===== src/rtl/risc16_pkg.sv =====
// Shared definitions for the data-memory arbiter.
//   - Owner-state encoding: which requester held the memory in the previous cycle.
//   - Requester IDs, used for the round-robin "last served" register.
//   - Width of the DMA lock hold counter and its saturating increment.
package risc16_pkg;

    localparam logic [1:0] ST_IDLE = 2'b00;
    localparam logic [1:0] ST_CPU  = 2'b01;
    localparam logic [1:0] ST_DMA  = 2'b10;

    localparam logic REQ_CPU = 1'b0;
    localparam logic REQ_DMA = 1'b1;

    localparam int HOLD_W = 8;

    // Increment that sticks at lim instead of wrapping.
    function automatic logic [HOLD_W-1:0] sat_inc(input logic [HOLD_W-1:0] v,
                                                 input logic [HOLD_W-1:0] lim);
        return (v < lim) ? v + 1'b1 : v;
    endfunction

endpackage


===== src/rtl/rr_arbiter2.sv =====
// Two-way round-robin arbiter with a bounded DMA lock.
// Ports:
//   clk, rst_n      clock, asynchronous active-low reset
//   cpu_req_i       cpu request
//   dma_req_i       dma request
//   dma_lock_i      dma asks to keep ownership on a tie
//   cpu_gnt_o       cpu owns the memory this cycle (combinational)
//   dma_gnt_o       dma owns the memory this cycle (combinational)
module rr_arbiter2
    import risc16_pkg::*;
#(
    parameter int MAX_HOLD = 8
) (
    input  logic clk,
    input  logic rst_n,
    input  logic cpu_req_i,
    input  logic dma_req_i,
    input  logic dma_lock_i,
    output logic cpu_gnt_o,
    output logic dma_gnt_o
);

    localparam logic [HOLD_W-1:0] HOLD_LIM = HOLD_W'(MAX_HOLD);

    logic [1:0]        state_q, state_d;
    logic              last_q, last_d;
    logic [HOLD_W-1:0] hold_cnt_q, hold_cnt_d;
    logic              lock_win;

    // Grant is decided in the same cycle as the request. Grants are forced
    // low while reset is asserted so the memory sees no access.
    always_comb begin
        cpu_gnt_o = 1'b0;
        dma_gnt_o = 1'b0;
        lock_win  = (state_q == ST_DMA) && dma_lock_i && (hold_cnt_q < HOLD_LIM);
        if (rst_n) begin
            if (cpu_req_i && dma_req_i) begin
                // A tie goes to the locked dma, else to whoever was not served last.
                if (lock_win || (last_q == REQ_CPU)) begin
                    dma_gnt_o = 1'b1;
                end else begin
                    cpu_gnt_o = 1'b1;
                end
            end else begin
                cpu_gnt_o = cpu_req_i;
                dma_gnt_o = dma_req_i;
            end
        end
    end

    always_comb begin
        state_d    = ST_IDLE;
        last_d     = last_q;
        hold_cnt_d = '0;
        if (cpu_gnt_o) begin
            state_d = ST_CPU;
            last_d  = REQ_CPU;
        end else if (dma_gnt_o) begin
            state_d = ST_DMA;
            last_d  = REQ_DMA;
            // Only a continued, locked dma ownership counts toward the limit.
            if ((state_q == ST_DMA) && dma_lock_i) begin
                hold_cnt_d = sat_inc(hold_cnt_q, HOLD_LIM);
            end
        end
    end

    // Reset to last=DMA so the cpu wins the first tie.
    always_ff @(posedge clk or negedge rst_n) begin
        if (!rst_n) begin
            state_q    <= ST_IDLE;
            last_q     <= REQ_DMA;
            hold_cnt_q <= '0;
        end else begin
            state_q    <= state_d;
            last_q     <= last_d;
            hold_cnt_q <= hold_cnt_d;
        end
    end

endmodule


===== src/rtl/dmem_arbiter.sv =====
// Data-memory arbiter: shares one single-port data memory between the cpu
// load/store path and a loader/debug DMA port, one access per cycle.
// Ports:
//   clk, rst_n                       clock, asynchronous active-low reset
//   cpu_req/we/addr/wdata            cpu access request
//   cpu_gnt, cpu_stall               cpu owns memory / cpu must wait
//   cpu_rvalid, cpu_rdata            registered cpu read return
//   dma_req/lock/we/addr/wdata       dma access request (lock keeps ownership)
//   dma_gnt                          dma owns memory
//   dma_rvalid, dma_rdata            registered dma read return
//   mem_access_addr, mem_write_data  memory address / write data
//   mem_write_en, mem_read           memory strobes
//   mem_read_data                    combinational memory read data
module dmem_arbiter
    import risc16_pkg::*;
#(
    parameter int ADDR_W   = 16,
    parameter int DATA_W   = 16,
    parameter int MAX_HOLD = 8
) (
    input  logic              clk,
    input  logic              rst_n,
    input  logic              cpu_req,
    input  logic              cpu_we,
    input  logic [ADDR_W-1:0] cpu_addr,
    input  logic [DATA_W-1:0] cpu_wdata,
    output logic              cpu_gnt,
    output logic              cpu_stall,
    output logic              cpu_rvalid,
    output logic [DATA_W-1:0] cpu_rdata,
    input  logic              dma_req,
    input  logic              dma_lock,
    input  logic              dma_we,
    input  logic [ADDR_W-1:0] dma_addr,
    input  logic [DATA_W-1:0] dma_wdata,
    output logic              dma_gnt,
    output logic              dma_rvalid,
    output logic [DATA_W-1:0] dma_rdata,
    output logic [ADDR_W-1:0] mem_access_addr,
    output logic [DATA_W-1:0] mem_write_data,
    output logic              mem_write_en,
    output logic              mem_read,
    input  logic [DATA_W-1:0] mem_read_data
);

    logic              cpu_rvalid_q, cpu_rvalid_d;
    logic              dma_rvalid_q, dma_rvalid_d;
    logic [DATA_W-1:0] cpu_rdata_q, dma_rdata_q;

    rr_arbiter2 #(
        .MAX_HOLD (MAX_HOLD)
    ) u_arb (
        .clk        (clk),
        .rst_n      (rst_n),
        .cpu_req_i  (cpu_req),
        .dma_req_i  (dma_req),
        .dma_lock_i (dma_lock),
        .cpu_gnt_o  (cpu_gnt),
        .dma_gnt_o  (dma_gnt)
    );

    assign cpu_stall = cpu_req & ~cpu_gnt;

    // Grants are one-hot, so a priority mux is enough; idle drives zeros.
    always_comb begin
        mem_access_addr = '0;
        mem_write_data  = '0;
        mem_write_en    = 1'b0;
        mem_read        = 1'b0;
        if (cpu_gnt) begin
            mem_access_addr = cpu_addr;
            mem_write_data  = cpu_wdata;
            mem_write_en    = cpu_we;
            mem_read        = ~cpu_we;
        end else if (dma_gnt) begin
            mem_access_addr = dma_addr;
            mem_write_data  = dma_wdata;
            mem_write_en    = dma_we;
            mem_read        = ~dma_we;
        end
    end

    assign cpu_rvalid_d = cpu_gnt & ~cpu_we;
    assign dma_rvalid_d = dma_gnt & ~dma_we;

    // Read data is captured only on a granted read and held until the next one.
    always_ff @(posedge clk or negedge rst_n) begin
        if (!rst_n) begin
            cpu_rvalid_q <= 1'b0;
            dma_rvalid_q <= 1'b0;
            cpu_rdata_q  <= '0;
            dma_rdata_q  <= '0;
        end else begin
            cpu_rvalid_q <= cpu_rvalid_d;
            dma_rvalid_q <= dma_rvalid_d;
            if (cpu_rvalid_d) begin
                cpu_rdata_q <= mem_read_data;
            end
            if (dma_rvalid_d) begin
                dma_rdata_q <= mem_read_data;
            end
        end
    end

    assign cpu_rvalid = cpu_rvalid_q;
    assign dma_rvalid = dma_rvalid_q;
    assign cpu_rdata  = cpu_rdata_q;
    assign dma_rdata  = dma_rdata_q;

endmodule


===== config.mk =====
export PLATFORM = sky130hd
export DESIGN_NAME = dmem_arbiter
export DESIGN_NICKNAME = d
export VERILOG_FILES = /design/src/rtl/risc16_pkg.sv /design/src/rtl/rr_arbiter2.sv /design/src/rtl/dmem_arbiter.sv
export SDC_FILE = /design/constraint.sdc
export NUM_CORES = 1
export LEC_CHECK = 0
export CELL_PAD_IN_SITES_DETAIL_PLACEMENT = 0
export CELL_PAD_IN_SITES_GLOBAL_PLACEMENT = 2
export CORE_UTILIZATION = 19
export DETAILED_ROUTE_END_ITERATION = 8
export PLACE_DENSITY = 0.91
export SLEW_MARGIN = 40
export SYNTH_ARGS = -nofsm -noshare
export SYNTH_HDL_FRONTEND = slang
export SYNTH_HIERARCHICAL = 1
export SYNTH_SLANG_ARGS = --single-unit

===== constraint.sdc =====
create_clock -name clk -period 3.5 [get_ports clk]
set_clock_uncertainty 0.1 [all_clocks]
set_input_delay 0.7 -clock clk [delete_from_list [all_inputs] [get_ports clk]]
set_output_delay 0.7 -clock clk [all_outputs]
set_load 0.01 [all_outputs]

# Word-level counts from Yosys, hierarchy flattened
# Cells that the tools add are included.
dict set report word_totals {
  reg_bits 45
  latch_bits 0
  ramBits 0
  mem_bits_ro 0
  in_bits 87
  output_inout_bits 71
  memories 0
}
dict set report classes {
  add_sub_neg 1
  multipliers 0
  div 0
  order_cmp 1
  n_eq_ne 2
  n_shift 0
  n_mux 22
  bitwise_logic 7
  n_reduce_logical 5
}
# cell n
set op_table {}
lappend op_table {{$mux 16} 4}
lappend op_table {{$mux 8} 4}
lappend op_table {{$mux 1} 12}
lappend op_table {{$add 8x1->8 const B} 1}
lappend op_table {{$lt 8x4->1 const B} 1}
lappend op_table {{$mux 2} 2}
lappend op_table {{$ne 4x4->1 const B} 1}
lappend op_table {{$not 1->1} 4}
lappend op_table {{$and 1x1->1} 3}
lappend op_table {{$logic_and 1x1->1} 3}
lappend op_table {{$eq 2x2->1 const B} 1}
lappend op_table {{$reduce_bool 2->1} 1}
lappend op_table {{$logic_or 1x1->1} 1}

# Logic depth before layout (Yosys ltp)
# Gate-level depths: netlist of the first run.
dict set report logic_depth {
  depth_word 9
  ltp_mapped 8
  ltp_nobuf 6
}

# Hierarchy
# Netlist of the first run, hierarchy kept.
# mod instances cells_per_inst area_per_inst_um2 seq_area_each_um2
set by_module_without_submodules {}
lappend by_module_without_submodules {dmem_arbiter 1 120 1610.3 850.8}
lappend by_module_without_submodules {rr_arbiter2 1 45 504.2 276.5}

# Worst setup path before layout of the first run
# OpenSTA, ideal clock, no wires.
dict set report synth_path {
  kind {register -> output}
  start {register u_arb.hold_cnt_q[7]}
  end {output port mem_access_addr[0]}
  t_arrival_ns 2.452
  t_required_ns 2.700
  slack_ns 0.248
  stages_incl_launch_ff 8
  n_path_buf 2
  path_cell_list {dfrtp_1 > or4_4 > buf_6 > or3_4 > a31oi_1 > nor2b_1 > buf_2 > a22o_1}
}
dict set report synth_via {
  elab_chain_len 8
}
# item line
set synth_lines {}
lappend synth_lines {{start, declared} rr_arbiter2.sv:27} ;# logic [HOLD_W-1:0] hold_cnt_q, hold_cnt_d;
lappend synth_lines {{start signal, assigned} rr_arbiter2.sv:77} ;# hold_cnt_q <= hold_cnt_d;
lappend synth_lines {{$lt 8x4->1} rr_arbiter2.sv:35} ;# lock_win = (state_q == ST_DMA) && dma_lock_i && (hold_cnt_q < HOLD_LIM);
lappend synth_lines {{$logic_and 1x1->1} rr_arbiter2.sv:35}
lappend synth_lines {{$logic_or 1x1->1} rr_arbiter2.sv:39} ;# if (lock_win || (last_q == REQ_CPU)) begin
lappend synth_lines {{$mux 1} rr_arbiter2.sv:39}
lappend synth_lines {{$mux 1} rr_arbiter2.sv:37} ;# if (cpu_req_i && dma_req_i) begin
lappend synth_lines {{$mux 1} rr_arbiter2.sv:36} ;# if (rst_n) begin
lappend synth_lines {{net dma_gnt} dmem_arbiter.sv:36} ;# output logic dma_gnt,
lappend synth_lines {{$mux 16} dmem_arbiter.sv:75} ;# end else if (dma_gnt) begin
lappend synth_lines {{$mux 16} dmem_arbiter.sv:70} ;# if (cpu_gnt) begin
lappend synth_lines {{end, declared} dmem_arbiter.sv:39} ;# output logic [ADDR_W-1:0] mem_access_addr,
# The timed path passes the listed nets, and every way through them passes these cells.

# Worst setup path in the final report of the first run
dict set report layout_path {
  start {register u_arb.hold_cnt_q[5]}
  end {output port mem_access_addr[0]}
}
dict set report layout_via {
  elab_chain_len 8
}
# item line
set layout_lines {}
lappend layout_lines {{$lt 8x4->1 *} rr_arbiter2.sv:35}
lappend layout_lines {{$logic_and 1x1->1 *} rr_arbiter2.sv:35}
lappend layout_lines {{$logic_or 1x1->1 *} rr_arbiter2.sv:39}
lappend layout_lines {{$mux 1} rr_arbiter2.sv:39}
lappend layout_lines {{$mux 1} rr_arbiter2.sv:37}
lappend layout_lines {{$mux 1} rr_arbiter2.sv:36}
lappend layout_lines {{$mux 16} dmem_arbiter.sv:75}
lappend layout_lines {{$mux 16 *} dmem_arbiter.sv:70}
# Every way passes the cells marked *; elsewhere a longest branch is shown, timed or not.

==> flow_summary.html, run 1 <==
<table>
<tr><th>Metric</th><th>Value</th></tr>
<tr><th colspan="2">Layout</th></tr>
<tr><td>Count of placed standard cells in the final layout, fillers left out</td><td>483</td></tr>
<tr><td>Proportion of layout cells with a drive suffix above 1</td><td>0.265</td></tr>
<tr><td>Final core utilization</td><td>0.377</td></tr>
<tr><td>Final nets</td><td>430</td></tr>
<tr><td>Diode insertion count for antenna repair</td><td>0</td></tr>
<tr><td>Area Growth Syn to Fin</td><td>93.3%</td></tr>
<tr><th colspan="2">Detailed routing</th></tr>
<tr><td>Number of vias per cell after detailed routing</td><td>4.22</td></tr>
<tr><td>Total vias in the final route</td><td>2,038</td></tr>
<tr><td>Number of design-rule violations left by the first detailed-router iteration</td><td>72</td></tr>
<tr><td>Avg WL per Cell</td><td>15.0 microns</td></tr>
<tr><td>Residual antenna-violating net count after detailed routing</td><td>0</td></tr>
<tr><td>Detailed-routing iteration count for the pre-antenna-repair pass</td><td>4</td></tr>
<tr><td>DRC violations left</td><td>0</td></tr>
<tr><td>Post-Route WL</td><td>7.23 mm</td></tr>
<tr><th colspan="2">Synthesis</th></tr>
<tr><td>Sequential area share after synthesis</td><td>0.533</td></tr>
<tr><td>Post-Synth Simple-Gate Area</td><td>0.0740</td></tr>
<tr><td>Cell count after synthesis</td><td>165</td></tr>
<tr><td>Synth Area in XOR/XNOR</td><td>0.00414</td></tr>
<tr><td>Dominant combinational cell family by area after synthesis</td><td>compound AO/OA/AOI/OAI gates</td></tr>
<tr><td>Flip-flop and latch count after synthesis</td><td>45</td></tr>
<tr><td>Compound-Gate Fraction of Synth Area</td><td>0.172</td></tr>
<tr><td>Share of cell area taken by muxes after synthesis</td><td>0.170</td></tr>
<tr><td>Synthesized net count</td><td>253</td></tr>
<tr><td>Adder and majority gate portion of the synthesized area</td><td>0.00592</td></tr>
<tr><td>Synthesis Warnings</td><td>6</td></tr>
<tr><td>Post-synth cell types</td><td>33</td></tr>
<tr><td>Synthesized area per cell</td><td>12.8 sq um</td></tr>
<tr><td>Summed instance area of the synthesized netlist</td><td>2110 sq um</td></tr>
<tr><th colspan="2">Floorplan</th></tr>
<tr><td>Die Y</td><td>107 microns</td></tr>
<tr><td>Initial cell density of the core</td><td>0.195</td></tr>
<tr><td>Die footprint</td><td>11,600 sq um</td></tr>
<tr><td>Site Rows</td><td>38</td></tr>
<tr><td>Horizontal die dimension</td><td>107 microns</td></tr>
<tr><td>Std-Cell Core Area</td><td>10,800 sq um</td></tr>
<tr><td>Num ports</td><td>158</td></tr>
<tr><th colspan="2">Clock tree</th></tr>
<tr><td>Clock buffers created by TritonCTS</td><td>5</td></tr>
<tr><td>Hold buffers post-CTS</td><td>0</td></tr>
<tr><td>H-tree levels</td><td>2</td></tr>
<tr><td>Master cell of the clock root buffer</td><td>sky130_fd_sc_hd__clkbuf_8</td></tr>
<tr><td>Source-to-sink clock delay at the later pin of the worst-skew pair</td><td>290 ps</td></tr>
<tr><td>Largest buffer count on any clock path</td><td>2</td></tr>
<tr><td>Number of clock sinks seen by CTS</td><td>45</td></tr>
<tr><td>TritonCTS clock tree</td><td>done</td></tr>
<tr><td>Clock slew seen by the registers of the worst setup and hold paths</td><td>90 ps</td></tr>
<tr><th colspan="2">Power and ir drop</th></tr>
<tr><td>Total power</td><td>1.66 mW</td></tr>
<tr><td>Part of the total power dissipated in combinational logic</td><td>0.382</td></tr>
<tr><td>Share of total power consumed by net switching</td><td>0.281</td></tr>
<tr><td>Flop pwr share</td><td>0.408</td></tr>
<tr><td>Ratio of total power to cell area</td><td>405 nW/um^2</td></tr>
<tr><td>Static Leak</td><td>1.80 nW</td></tr>
<tr><td>Internal Dissipation</td><td>1.19 mW</td></tr>
<tr><td>Clock share of power</td><td>0.210</td></tr>
<tr><td>Worst vdd rail ir drop</td><td>0.000222 V</td></tr>
<tr><td>Switching power summed over all nets</td><td>0.466 mW</td></tr>
<tr><th colspan="2">Global routing</th></tr>
<tr><td>Gr ovfl total</td><td>0</td></tr>
<tr><td>Pin count of the biggest net entering global routing</td><td>45</td></tr>
<tr><td>First-pass GRT wire length</td><td>10.7 mm</td></tr>
<tr><td>Initial antenna violation count</td><td>1</td></tr>
<tr><td>Number of global-route vias before repair</td><td>2,093</td></tr>
<tr><td>Gr usage total</td><td>0.117</td></tr>
<tr><th colspan="2">Timing</th></tr>
<tr><td>Sum of negative setup slack</td><td>0 ps</td></tr>
<tr><td>Final critical path time including I/O delays and setup</td><td>3430 ps</td></tr>
<tr><td>Achievable Freq</td><td>0.292 GHz</td></tr>
<tr><td>Final number of max-transition violations</td><td>0</td></tr>
<tr><td>Number of failing hold endpoints at the final stage</td><td>0</td></tr>
<tr><td>Portion of the clock cycle consumed by the worst path in the final layout</td><td>0.979</td></tr>
<tr><td>Slew of the pin with the lowest slew margin</td><td>548 ps</td></tr>
<tr><td>Setup violations, final</td><td>0</td></tr>
<tr><td>Relative max-transition margin</td><td>0.635</td></tr>
<tr><td>Slack of the critical path</td><td>74.4 ps</td></tr>
<tr><th colspan="2">Placement</th></tr>
<tr><td>Setup Slack @ Placement</td><td>-256 ps</td></tr>
<tr><td>Port-buffer cells</td><td>157</td></tr>
<tr><td>Placed Instances</td><td>463</td></tr>
<tr><td>Post-detail-place hpwl</td><td>5.27 mm</td></tr>
<tr><td>Routability cong.</td><td>0.677</td></tr>
<tr><th colspan="2">Setup path</th></tr>
<tr><td>Worst Path Max Fanout</td><td>8</td></tr>
<tr><td>Cell class contributing the biggest share of worst-path delay</td><td>simple AND/OR/NAND/NOR gates</td></tr>
<tr><td>Cell-by-cell trace of the critical path</td><td>or4_4 -&gt; or3_4 -&gt; a31oi_4 -&gt; nor2b_4 -&gt; buf_6 -&gt; bufbuf_16 -&gt; a22o_1 -&gt; buf_2</td></tr>
<tr><td>Worst path buffer plus inverter count</td><td>3</td></tr>
<tr><td>Crit Path Class</td><td>reg2out</td></tr>
<tr><td>Required time at the worst-slack endpoint</td><td>2700 ps</td></tr>
<tr><td>Startpoint of the worst-slack reg-to-reg timing path</td><td>u_arb/hold_cnt_q[5]</td></tr>
<tr><td>Crit path launch type</td><td>register</td></tr>
<tr><td>Slowest cell on the critical path</td><td>sky130_fd_sc_hd__or4_4</td></tr>
<tr><td>Arrival time worst endpoint</td><td>2630 ps</td></tr>
<tr><td>Crit Reg-Reg Endpoint</td><td>dma_rdata[12]</td></tr>
<tr><td>CP max stage delay</td><td>540 ps</td></tr>
<tr><td>Crit. End Element</td><td>output pin</td></tr>
<tr><td>Cells on worst reg2reg path</td><td>9</td></tr>
<tr><td>Setup slack of the most critical reg-to-reg path</td><td>790 ps</td></tr>
<tr><th colspan="2">Status</th></tr>
<tr><td>Status</td><td>completed</td></tr>
<tr><th colspan="2">Hold path</th></tr>
<tr><td>Worst Hold Class</td><td>in2async</td></tr>
<tr><th colspan="2">Flow run</th></tr>
<tr><td>Max-cap viol count</td><td>0</td></tr>
</table>
synthesized netlist by cell type:
| cell | count | share of area |
|---|---|---|
| sky130_fd_sc_hd__ha_1 | 1 | 0.0059 |
| sky130_fd_sc_hd__or2_2 | 1 | 0.0030 |
| sky130_fd_sc_hd__o21ai_0 | 3 | 0.0071 |
| sky130_fd_sc_hd__mux2_1 | 8 | 0.043 |
| sky130_fd_sc_hd__mux2_2 | 24 | 0.13 |
| sky130_fd_sc_hd__buf_6 | 3 | 0.016 |
| sky130_fd_sc_hd__and3_1 | 3 | 0.0089 |
| sky130_fd_sc_hd__dfstp_2 | 1 | 0.012 |
| sky130_fd_sc_hd__or3_4 | 1 | 0.0053 |
| sky130_fd_sc_hd__a22o_1 | 31 | 0.13 |
| sky130_fd_sc_hd__nand2_1 | 8 | 0.014 |
| sky130_fd_sc_hd__o31ai_1 | 1 | 0.0036 |
| sky130_fd_sc_hd__xnor2_1 | 1 | 0.0041 |
| sky130_fd_sc_hd__and3_2 | 1 | 0.0036 |
| sky130_fd_sc_hd__or3_1 | 3 | 0.0089 |
| sky130_fd_sc_hd__nand2b_2 | 1 | 0.0041 |
| sky130_fd_sc_hd__a32o_1 | 1 | 0.0047 |
| sky130_fd_sc_hd__clkbuf_1 | 1 | 0.0018 |
| sky130_fd_sc_hd__buf_1 | 2 | 0.0036 |
| sky130_fd_sc_hd__nand3_1 | 1 | 0.0024 |
| sky130_fd_sc_hd__nand3b_1 | 1 | 0.0036 |
| sky130_fd_sc_hd__nor2b_1 | 2 | 0.0059 |
| sky130_fd_sc_hd__buf_4 | 1 | 0.0036 |
| sky130_fd_sc_hd__inv_1 | 2 | 0.0036 |
| sky130_fd_sc_hd__a21oi_1 | 5 | 0.012 |
| sky130_fd_sc_hd__or3b_1 | 1 | 0.0041 |
| sky130_fd_sc_hd__dfrtp_1 | 44 | 0.52 |
| sky130_fd_sc_hd__a31oi_1 | 2 | 0.0059 |
| sky130_fd_sc_hd__o211ai_1 | 3 | 0.011 |
| sky130_fd_sc_hd__nand2b_1 | 1 | 0.0030 |
| sky130_fd_sc_hd__nor2_1 | 1 | 0.0018 |
| sky130_fd_sc_hd__buf_2 | 5 | 0.012 |
| sky130_fd_sc_hd__or4_4 | 1 | 0.0053 |
how the worst max path moves through the flow:
stage	to	cells after the start	startpoint	slack [ps]
4_1_cts	mem_write_data[8]	9	dma_lock	2
3_5_place_dp	mem_write_data[15]	8	dma_lock	-260
6_report	mem_access_addr[0]	8	u_arb/hold_cnt_q[5]	70
5_1_grt	mem_access_addr[6]	8	u_arb/hold_cnt_q[5]	-6
2_1_floorplan	mem_access_addr[0]	7	u_arb/hold_cnt_q[7]	250
3_3_place_gp	mem_access_addr[0]	8	dma_lock	-260
metal layers:
metal / track usage / vias to the layer above / routed length [microns]
li1: - / 970 / -
met1: 0.147 / 991 / 3040
met2: 0.201 / 72 / 3640
met3: 0.0357 / 5 / 533
met4: 0.0147 / 0 / 23
met5: 0 / - / 0
layout make-up:
cell class	instances	area [sq um]
clock buffer	6	82.6
timing repair buffer	182	1730
inverter	2	7.51
tap	140	175
clock inverter	2	16.3
sequential	45	1130
fill	1092	6750
multi-input combinational	106	950
layout by cell type, fill, tap and decap left out, types with 2 or more instances in the layout:
cell,instances
sky130_fd_sc_hd__buf_4,18
sky130_fd_sc_hd__nand2_1,8
sky130_fd_sc_hd__o211ai_1,3
sky130_fd_sc_hd__clkbuf_2,20
sky130_fd_sc_hd__a22o_1,31
sky130_fd_sc_hd__mux2_1,8
sky130_fd_sc_hd__inv_1,2
sky130_fd_sc_hd__dlygate4sd2_1,9
sky130_fd_sc_hd__buf_2,4
sky130_fd_sc_hd__clkdlybuf4s15_1,2
sky130_fd_sc_hd__or3_1,3
sky130_fd_sc_hd__clkdlybuf4s50_1,120
sky130_fd_sc_hd__buf_6,2
sky130_fd_sc_hd__and3_1,3
sky130_fd_sc_hd__clkbuf_8,6
sky130_fd_sc_hd__dfrtp_1,44
sky130_fd_sc_hd__dlymetal6s2s_1,2
sky130_fd_sc_hd__mux2_2,24
sky130_fd_sc_hd__o21ai_0,3
sky130_fd_sc_hd__a21oi_1,4
sky130_fd_sc_hd__buf_12,2
logic make-up after synthesis:
group,Yosys count
and+or+nand+nor,26
muxes,32
buffers and inverters,14
DFF,45
AOI/OAI and AO/OA,46
adders and majority gates,1
xor gates and xnor gates,1
worst reg2reg max path: cells and delay by family (launching register included):
family                 cells  cell delay, ps
muxes                      1             350
AOI/OAI and AO/OA          1             200
buffers and inverters      4             580
DFF                        1             380
and+or+nand+nor            3            1020
repair_timing:
item / in CTS / in global routing
setup endpoints to repair: 34 / 34
cloned: 2 / 1
buffers inserted: 6 / 3
pin swaps: 4 / 6
resized for setup: 67 / 28
metrics by stage:
stage	cell area [sq um]	hold WS [ps]
global placement	3920	375
finish	4090	289
global route	4090	286
floorplan	2110	304
CTS	4120	284
detailed placement	3920	381
sequential cells by signal (all words and copies together), names as in the netlist:
signal            cells
u_arb/hold_cnt_q      8
dma_rvalid            1
u_arb/state_q         2
u_arb/last_q          1
cpu_rdata            16
cpu_rvalid            1
dma_rdata            16
power by group through the flow:
stage	logic, mW	clock network [mW]	registers [mW]
after CTS	0.638	0.360	0.676
after global placement	0.624	0	0.676
after global routing	0.676	0.379	0.692
after floorplan	0.164	0	0.725
after detailed placement	0.628	0	0.683
final	0.634	0.347	0.676
Power figures use the tool's default switching activity.
==> run 2, diff against run 1 <==
--- a/config.mk
+++ b/config.mk
@@ -5,8 +5,10 @@
 export SDC_FILE = /design/constraint.sdc
 export NUM_CORES = 1
 export LEC_CHECK = 0
+export CAP_MARGIN = 10
 export CELL_PAD_IN_SITES_DETAIL_PLACEMENT = 0
 export CELL_PAD_IN_SITES_GLOBAL_PLACEMENT = 2
+export CORE_ASPECT_RATIO = 1.25
 export CORE_UTILIZATION = 19
 export DETAILED_ROUTE_END_ITERATION = 8
 export PLACE_DENSITY = 0.91
==> run 2 against run 1 <==
Final cell count shrank 2.9%; critical endpoint is now mem_write_data[14]; worst hold slack worse by 170 ps; power up 6.2%; fmax grew 0.81%; critical path type is now in2out; non-clock buffer count fell by 6; clock power up 35%; sequential power hardly changed.
==> flow_summary.html, run 2 (synthesis gave the netlist of run 1 again) <==
<table>
<tr><th>Metric</th><th>Value</th></tr>
<tr><th colspan="2">Global routing</th></tr>
<tr><td>Met3 track demand over resource</td><td>0.0488 (+0.0131)</td></tr>
<tr><td>Met1 Usage GRT</td><td>0.134 (-0.0129)</td></tr>
<tr><td>Met2 track demand over resource</td><td>0.243 (+0.0414)</td></tr>
<tr><td>First-pass GRT wire length</td><td>11.2 mm (+5.2%)</td></tr>
<tr><td>Initial antenna violation count</td><td>1 (unchanged)</td></tr>
<tr><td>Number of global-route vias before repair</td><td>2,145 (+2.5%)</td></tr>
<tr><td>Gr usage total</td><td>0.132 (+0.0143)</td></tr>
<tr><td>Gr ovfl total</td><td>0 (unchanged)</td></tr>
<tr><td>Pin count of the biggest net entering global routing</td><td>45 (unchanged)</td></tr>
<tr><td>Most utilized layer in the global route result</td><td>met2</td></tr>
<tr><th colspan="2">Placement</th></tr>
<tr><td>Instance area at placement</td><td>3910 sq um (about the same)</td></tr>
<tr><td>Port-buffer cells</td><td>157 (unchanged)</td></tr>
<tr><td>Post-detail-place hpwl</td><td>6.06 mm (+15%)</td></tr>
<tr><td>Routability cong.</td><td>0.778 (+15%)</td></tr>
<tr><th colspan="2">Setup path</th></tr>
<tr><td>Startpoint of the worst-slack reg-to-reg timing path</td><td>u_arb/hold_cnt_q[7]</td></tr>
<tr><td>Worst Path Max Fanout</td><td>9 (+1)</td></tr>
<tr><td>Arrival time worst endpoint</td><td>2600 ps (-30 ps)</td></tr>
<tr><td>CP max stage delay</td><td>460 ps (-80 ps)</td></tr>
<tr><td>Required time at the worst-slack endpoint</td><td>2700 ps (about the same)</td></tr>
<tr><td>Slowest cell on the critical path</td><td>sky130_fd_sc_hd__clkdlybuf4s50_1</td></tr>
<tr><td>Crit Path Class</td><td>in2out</td></tr>
<tr><td>Crit. End Element</td><td>output pin</td></tr>
<tr><td>Crit path launch type</td><td>input port</td></tr>
<tr><td>Cell-by-cell trace of the critical path</td><td>clkdlybuf4s50_1 -&gt; nand3b_1 -&gt; or3_4 -&gt; a31oi_4 -&gt; nor2b_4 -&gt; buf_12 -&gt; buf_4 -&gt; a22o_4 -&gt; clkdlybuf4s15_2</td></tr>
<tr><td>Launch point of the worst path</td><td>dma_lock</td></tr>
<tr><th colspan="2">Power and ir drop</th></tr>
<tr><td>Share of total power consumed by net switching</td><td>0.275 (-0.00617)</td></tr>
<tr><td>Flop pwr share</td><td>0.383 (-0.025)</td></tr>
<tr><td>Ratio of total power to cell area</td><td>438 nW/um^2 (+8.0%)</td></tr>
<tr><td>Static Leak</td><td>1.77 nW (-2.1%)</td></tr>
<tr><td>Clock share of power</td><td>0.267 (+0.057)</td></tr>
<tr><td>Worst vdd rail ir drop</td><td>0.000261 V (+17%)</td></tr>
<tr><td>Switching power summed over all nets</td><td>0.484 mW (+3.9%)</td></tr>
<tr><td>Internal Dissipation</td><td>1.28 mW (+7.1%)</td></tr>
<tr><td>Part of the total power dissipated in combinational logic</td><td>0.350 (-0.032)</td></tr>
<tr><th colspan="2">Timing</th></tr>
<tr><td>Slew of the pin with the lowest slew margin</td><td>566 ps (+18.8 ps)</td></tr>
<tr><td>Number of failing hold endpoints at the final stage</td><td>0 (unchanged)</td></tr>
<tr><td>Relative max-transition margin</td><td>0.622 (-0.0126)</td></tr>
<tr><td>Setup repair after global routing missed its margin</td><td>true</td></tr>
<tr><td>Portion of the clock cycle consumed by the worst path in the final layout</td><td>0.971 (-0.00790)</td></tr>
<tr><td>Sum of negative setup slack</td><td>0 ps (unchanged)</td></tr>
<tr><td>Setup violations, final</td><td>0 (unchanged)</td></tr>
<tr><td>Achievable Freq</td><td>0.294 GHz (+0.81%)</td></tr>
<tr><td>Final number of max-transition violations</td><td>0 (unchanged)</td></tr>
<tr><td>Final critical path time including I/O delays and setup</td><td>3400 ps (-27.6 ps)</td></tr>
<tr><th colspan="2">Clock tree</th></tr>
<tr><td>Clock slew seen by the registers of the worst setup and hold paths</td><td>70 ps (-20 ps)</td></tr>
<tr><td>Largest buffer count on any clock path</td><td>2 (unchanged)</td></tr>
<tr><td>Source-to-sink clock delay at the later pin of the worst-skew pair</td><td>280 ps (about the same)</td></tr>
<tr><td>Master cell of the clock root buffer</td><td>sky130_fd_sc_hd__clkbuf_16</td></tr>
<tr><td>Number of clock sinks seen by CTS</td><td>45 (unchanged)</td></tr>
<tr><td>Clock buffers created by TritonCTS</td><td>5 (unchanged)</td></tr>
<tr><td>TritonCTS clock tree</td><td>done</td></tr>
<tr><td>Hold buffers post-CTS</td><td>0 (unchanged)</td></tr>
<tr><td>H-tree levels</td><td>2 (unchanged)</td></tr>
<tr><th colspan="2">Floorplan</th></tr>
<tr><td>Num ports</td><td>158 (unchanged)</td></tr>
<tr><td>Std-Cell Core Area</td><td>10,700 sq um (-1.1%)</td></tr>
<tr><td>Site Rows</td><td>42 (+11%)</td></tr>
<tr><td>Horizontal die dimension</td><td>96.4 microns (-10%)</td></tr>
<tr><td>Die Y</td><td>120 microns (+12%)</td></tr>
<tr><td>Die footprint</td><td>11,600 sq um (about the same)</td></tr>
<tr><td>Initial cell density of the core</td><td>0.197 (+0.00219)</td></tr>
<tr><th colspan="2">Detailed routing</th></tr>
<tr><td>Avg WL per Cell</td><td>16.7 microns (+11%)</td></tr>
<tr><td>Number of vias per cell after detailed routing</td><td>4.41 (+4.5%)</td></tr>
<tr><td>Number of design-rule violations left by the first detailed-router iteration</td><td>54 (-25%)</td></tr>
<tr><td>DRC violations left</td><td>0 (unchanged)</td></tr>
<tr><td>Total vias in the final route</td><td>2,068 (+1.5%)</td></tr>
<tr><td>Residual antenna-violating net count after detailed routing</td><td>0 (unchanged)</td></tr>
<tr><td>Detailed-routing iteration count for the pre-antenna-repair pass</td><td>3 (-1)</td></tr>
<tr><td>Post-Route WL</td><td>7.83 mm (+8.2%)</td></tr>
<tr><th colspan="2">Layout</th></tr>
<tr><td>Commonest non-fill, non-tap cell in the layout</td><td>sky130_fd_sc_hd__clkdlybuf4s50_1</td></tr>
<tr><td>Final nets</td><td>424 (-1.4%)</td></tr>
<tr><td>Diode insertion count for antenna repair</td><td>0 (unchanged)</td></tr>
<tr><td>Filler Cell Count</td><td>1,083 (-0.82%)</td></tr>
<tr><td>Commonest cells after routing, fill and taps aside</td><td>sky130_fd_sc_hd__clkdlybuf4s50_1, sky130_fd_sc_hd__dfrtp_1, sky130_fd_sc_hd__a22o_1, sky130_fd_sc_hd__mux2_2, sky130_fd_sc_hd__clkbuf_2</td></tr>
<tr><td>Proportion of layout cells with a drive suffix above 1</td><td>0.255 (-0.0101)</td></tr>
<tr><td>Post-Layout Inst Area</td><td>4020 sq um (-1.7%)</td></tr>
<tr><td>Area Growth Syn to Fin</td><td>90.0%</td></tr>
<tr><th colspan="2">Hold path</th></tr>
<tr><td>Worst Hold Class</td><td>in2async</td></tr>
<tr><th colspan="2">Status</th></tr>
<tr><td>Status</td><td>completed</td></tr>
<tr><th colspan="2">Flow run</th></tr>
<tr><td>Max-cap viol count</td><td>0 (unchanged)</td></tr>
</table>
## run 2: cell count changes in the layout (fill, tap and decap cells not counted), sizes merged
| cell | change |
|---|---|
| clkinv | +1 |
| dlygate4sd2 | +3 |
| clkbuf | -7 |
| bufbuf | -1 |
| dlymetal6s2s | -2 |
| clkdlybuf4s50 | +1 |
| clkdlybuf4s15 | -1 |
## run 2: area by class of cell
type | count | area (sq um) | share of cell area
clock inverter | 3 | 21.3 | 0.00529
clock buffer | 5 | 125 | 0.0311
timing repair buffer | 176 | 1620 | 0.404
tap | 132 | 165 | 0.0411
multi-input combinational | 106 | 950 | 0.236
sequential | 45 | 1130 | 0.281
inverter | 2 | 7.51 | 0.00187
## run 2: critical path: cells and delay by family
| kind | cells | cell delay [ps] |
|---|---|---|
| buffers and inverters | 4 | 940 |
| and+or+nand+nor | 3 | 670 |
| AOI/OAI and AO/OA | 2 | 290 |
## run 2: worst paths after layout
check | endpoint | slack (ps) | depth (start not counted)
min in group clk | cpu_rdata[11] | 390 | 1
max in group asynchronous | cpu_rdata[4] | 2420 | 2
setup / recovery | mem_write_data[14] | 100 | 9
hold / removal | u_arb/state_q[1] | 110 | 1
setup reg to reg | dma_rdata[5] | 790 | 9
hold reg to reg | cpu_rdata[11] | 390 | 1
## run 2: metrics by stage
step	util	power, mW	setup slack [ps]	std cells	hold slack, ps
floorplan	-	0.888	248	165	304
global placement	0.365	1.31	-293	456	374
detailed placement	0.365	1.32	-350	456	381
CTS	0.382	1.80	-36.2	469	106
global route	0.375	1.86	-13.2	469	106
finish	0.375	1.76	102	469	115
## run 2: power groups by stage
stage	Sequential, mW	Combinational [mW]	Clock, mW
2_1_floorplan	0.725	0.164	0
3_3_place_gp	0.676	0.632	0
3_5_place_dp	0.683	0.638	0
4_1_cts	0.676	0.632	0.489
5_1_grt	0.689	0.657	0.512
6_report	0.674	0.615	0.470
## run 2: routing by layer
layer,share of wire,vias to the layer above
met2,0.51,113
li1,-,964
met3,0.14,4
met5,0.0014,-
met1,0.35,985
met4,0.0068,2
## run 2: what timing repair did
item,4_1_cts,5_1_grt
buffers inserted,5,0
gates resized for setup,65,32
pin swaps,0,5
setup endpoints to repair,35,23
gates cloned,0,0
==> patch (flow settings as in run 2) <==
The parameter `DATA_W` goes from 16 to 32.
--- a/src/rtl/dmem_arbiter.sv
+++ b/src/rtl/dmem_arbiter.sv
@@ -15,7 +15,7 @@
     import risc16_pkg::*;
 #(
     parameter int ADDR_W   = 16,
-    parameter int DATA_W   = 16,
+    parameter int DATA_W   = 32,
     parameter int MAX_HOLD = 8
 ) (
     input  logic              clk,
Interface: changed (6 resized); port bits go from 158 to 254. The function was not compared with the original's and may differ.
==> patch against run 2 <==
- the flow now finishes with violations (design-rule violations)
- setup slack got worse by 0.0044 ns
- clock power rose by 100%
- die area rose by 68%
- global-route usage rose by 1.1 points
- largest power group unchanged
- design area rose by 67%
- non-clock buffer count rose by 105
- area after synthesis rose by 70%
- maximum frequency fell by 0.13%
- count of clock-buffer cells in the layout rose by 5
- power rose by 88%
- first-iteration DRC count rose by 130%
- routed wire length rose by 80%
- sequential cell count rose by 32
- via count rose by 60%
==> patch: results <==
[layout]
buffer_area_frac = 0.3846
layout.nets = 660
multi_input_area_um2 = 1603
seq_area_share = 0.2881
layout.filler_cells = 1791
multi_input_cells = 154
layout.non_clock_buffers = 281
layout-drive-gt1-share = 0.3289
seq_cell_count = 77
inverters = 1
clock_tree_area_fraction = 0.04468

[global_route]
antenna_found_initial = 0
globalRouteMet2Util = 0.2560
groute.usage.overall = 0.1427
grtUsageMet1 = 0.1553
gr-usage-met3 = 0.03978
grt_pass1_wl_um = 20920

[worst_setup_path]
rrSetupSlack_ns = 0.64
setup.worst_path.end = "mem_access_addr[13]"
r2r.worst_path.cells = 10
path_max_fanout = 26
critical_path.reg2reg.startpoint = "u_arb/hold_cnt_q[3]"
critPathMaxStageDelay_ns = 0.42
worst_r2r_end = "cpu_rdata[12]"

[routing]
wl_met2_um = 7224
detail_route.drc_violations = 56
top_layer = "met4"
drt-initial-drc-count = 125
wirelength_met1_um = 5218

[status]
status = "finished with violations"
violations_in_the_final_reports = "design-rule violations"

[placement]
post_dp_cell_area_um2 = 6460
dp_hpwl_um = 10490
gp_congestion = 0.7977

[power]
leakagePower_nw = 2.928
vdd_drop_max_v = 0.0002503

[clocking]
clk_latency_ns = 0.33
cts_made_buffers = 9
htreeDepth = 3

[synthesis]
synth_xor_area_frac = 0.002440
synthTopCellsByArea = "sky130_fd_sc_hd__dfrtp_1 (53%), sky130_fd_sc_hd__mux2_4 (12%), sky130_fd_sc_hd__a22o_1 (11%)"
postSynthNetCount = 389
compound_gate_fraction_of_synth_area = 0.1412
synth_seq_area_share = 0.5371
commonest_cells_in_the_netlist = "sky130_fd_sc_hd__dfrtp_1 (76), sky130_fd_sc_hd__a22o_1 (47), sky130_fd_sc_hd__mux2_2 (36)"

[timing]
holdWs_ns = 0.07168
[patch: changes by cell type after synthesis, sizes merged, moves of 4 or more]
cell and change:
clkbuf +5, dfrtp +32, buf +4, a22o +16
mux2 +32
[patch: power by group]
| part | switching (mW) | internal, mW | total (mW) | leakage, nW |
|---|---|---|---|---|
| clock | 0.382 | 0.557 | 0.939 | 0.136 |
| combinational | 0.423 | 0.754 | 1.18 | 1.86 |
| sequential | 0.111 | 1.09 | 1.20 | 0.935 |
| total | 0.916 | 2.40 | 3.31 | 2.93 |
[patch: metrics by stage]
step             util  setup slack (ns)  total power [mW]  cells
5_1_grt        0.3656         -0.001354             3.471    757
2_1_floorplan       -            0.2098             1.633    253
3_3_place_gp   0.3527           -0.4602             2.386    733
6_report       0.3656           0.09765             3.314    757
3_5_place_dp   0.3529           -0.4454             2.408    733
4_1_cts        0.3744          -0.02621             3.382    756
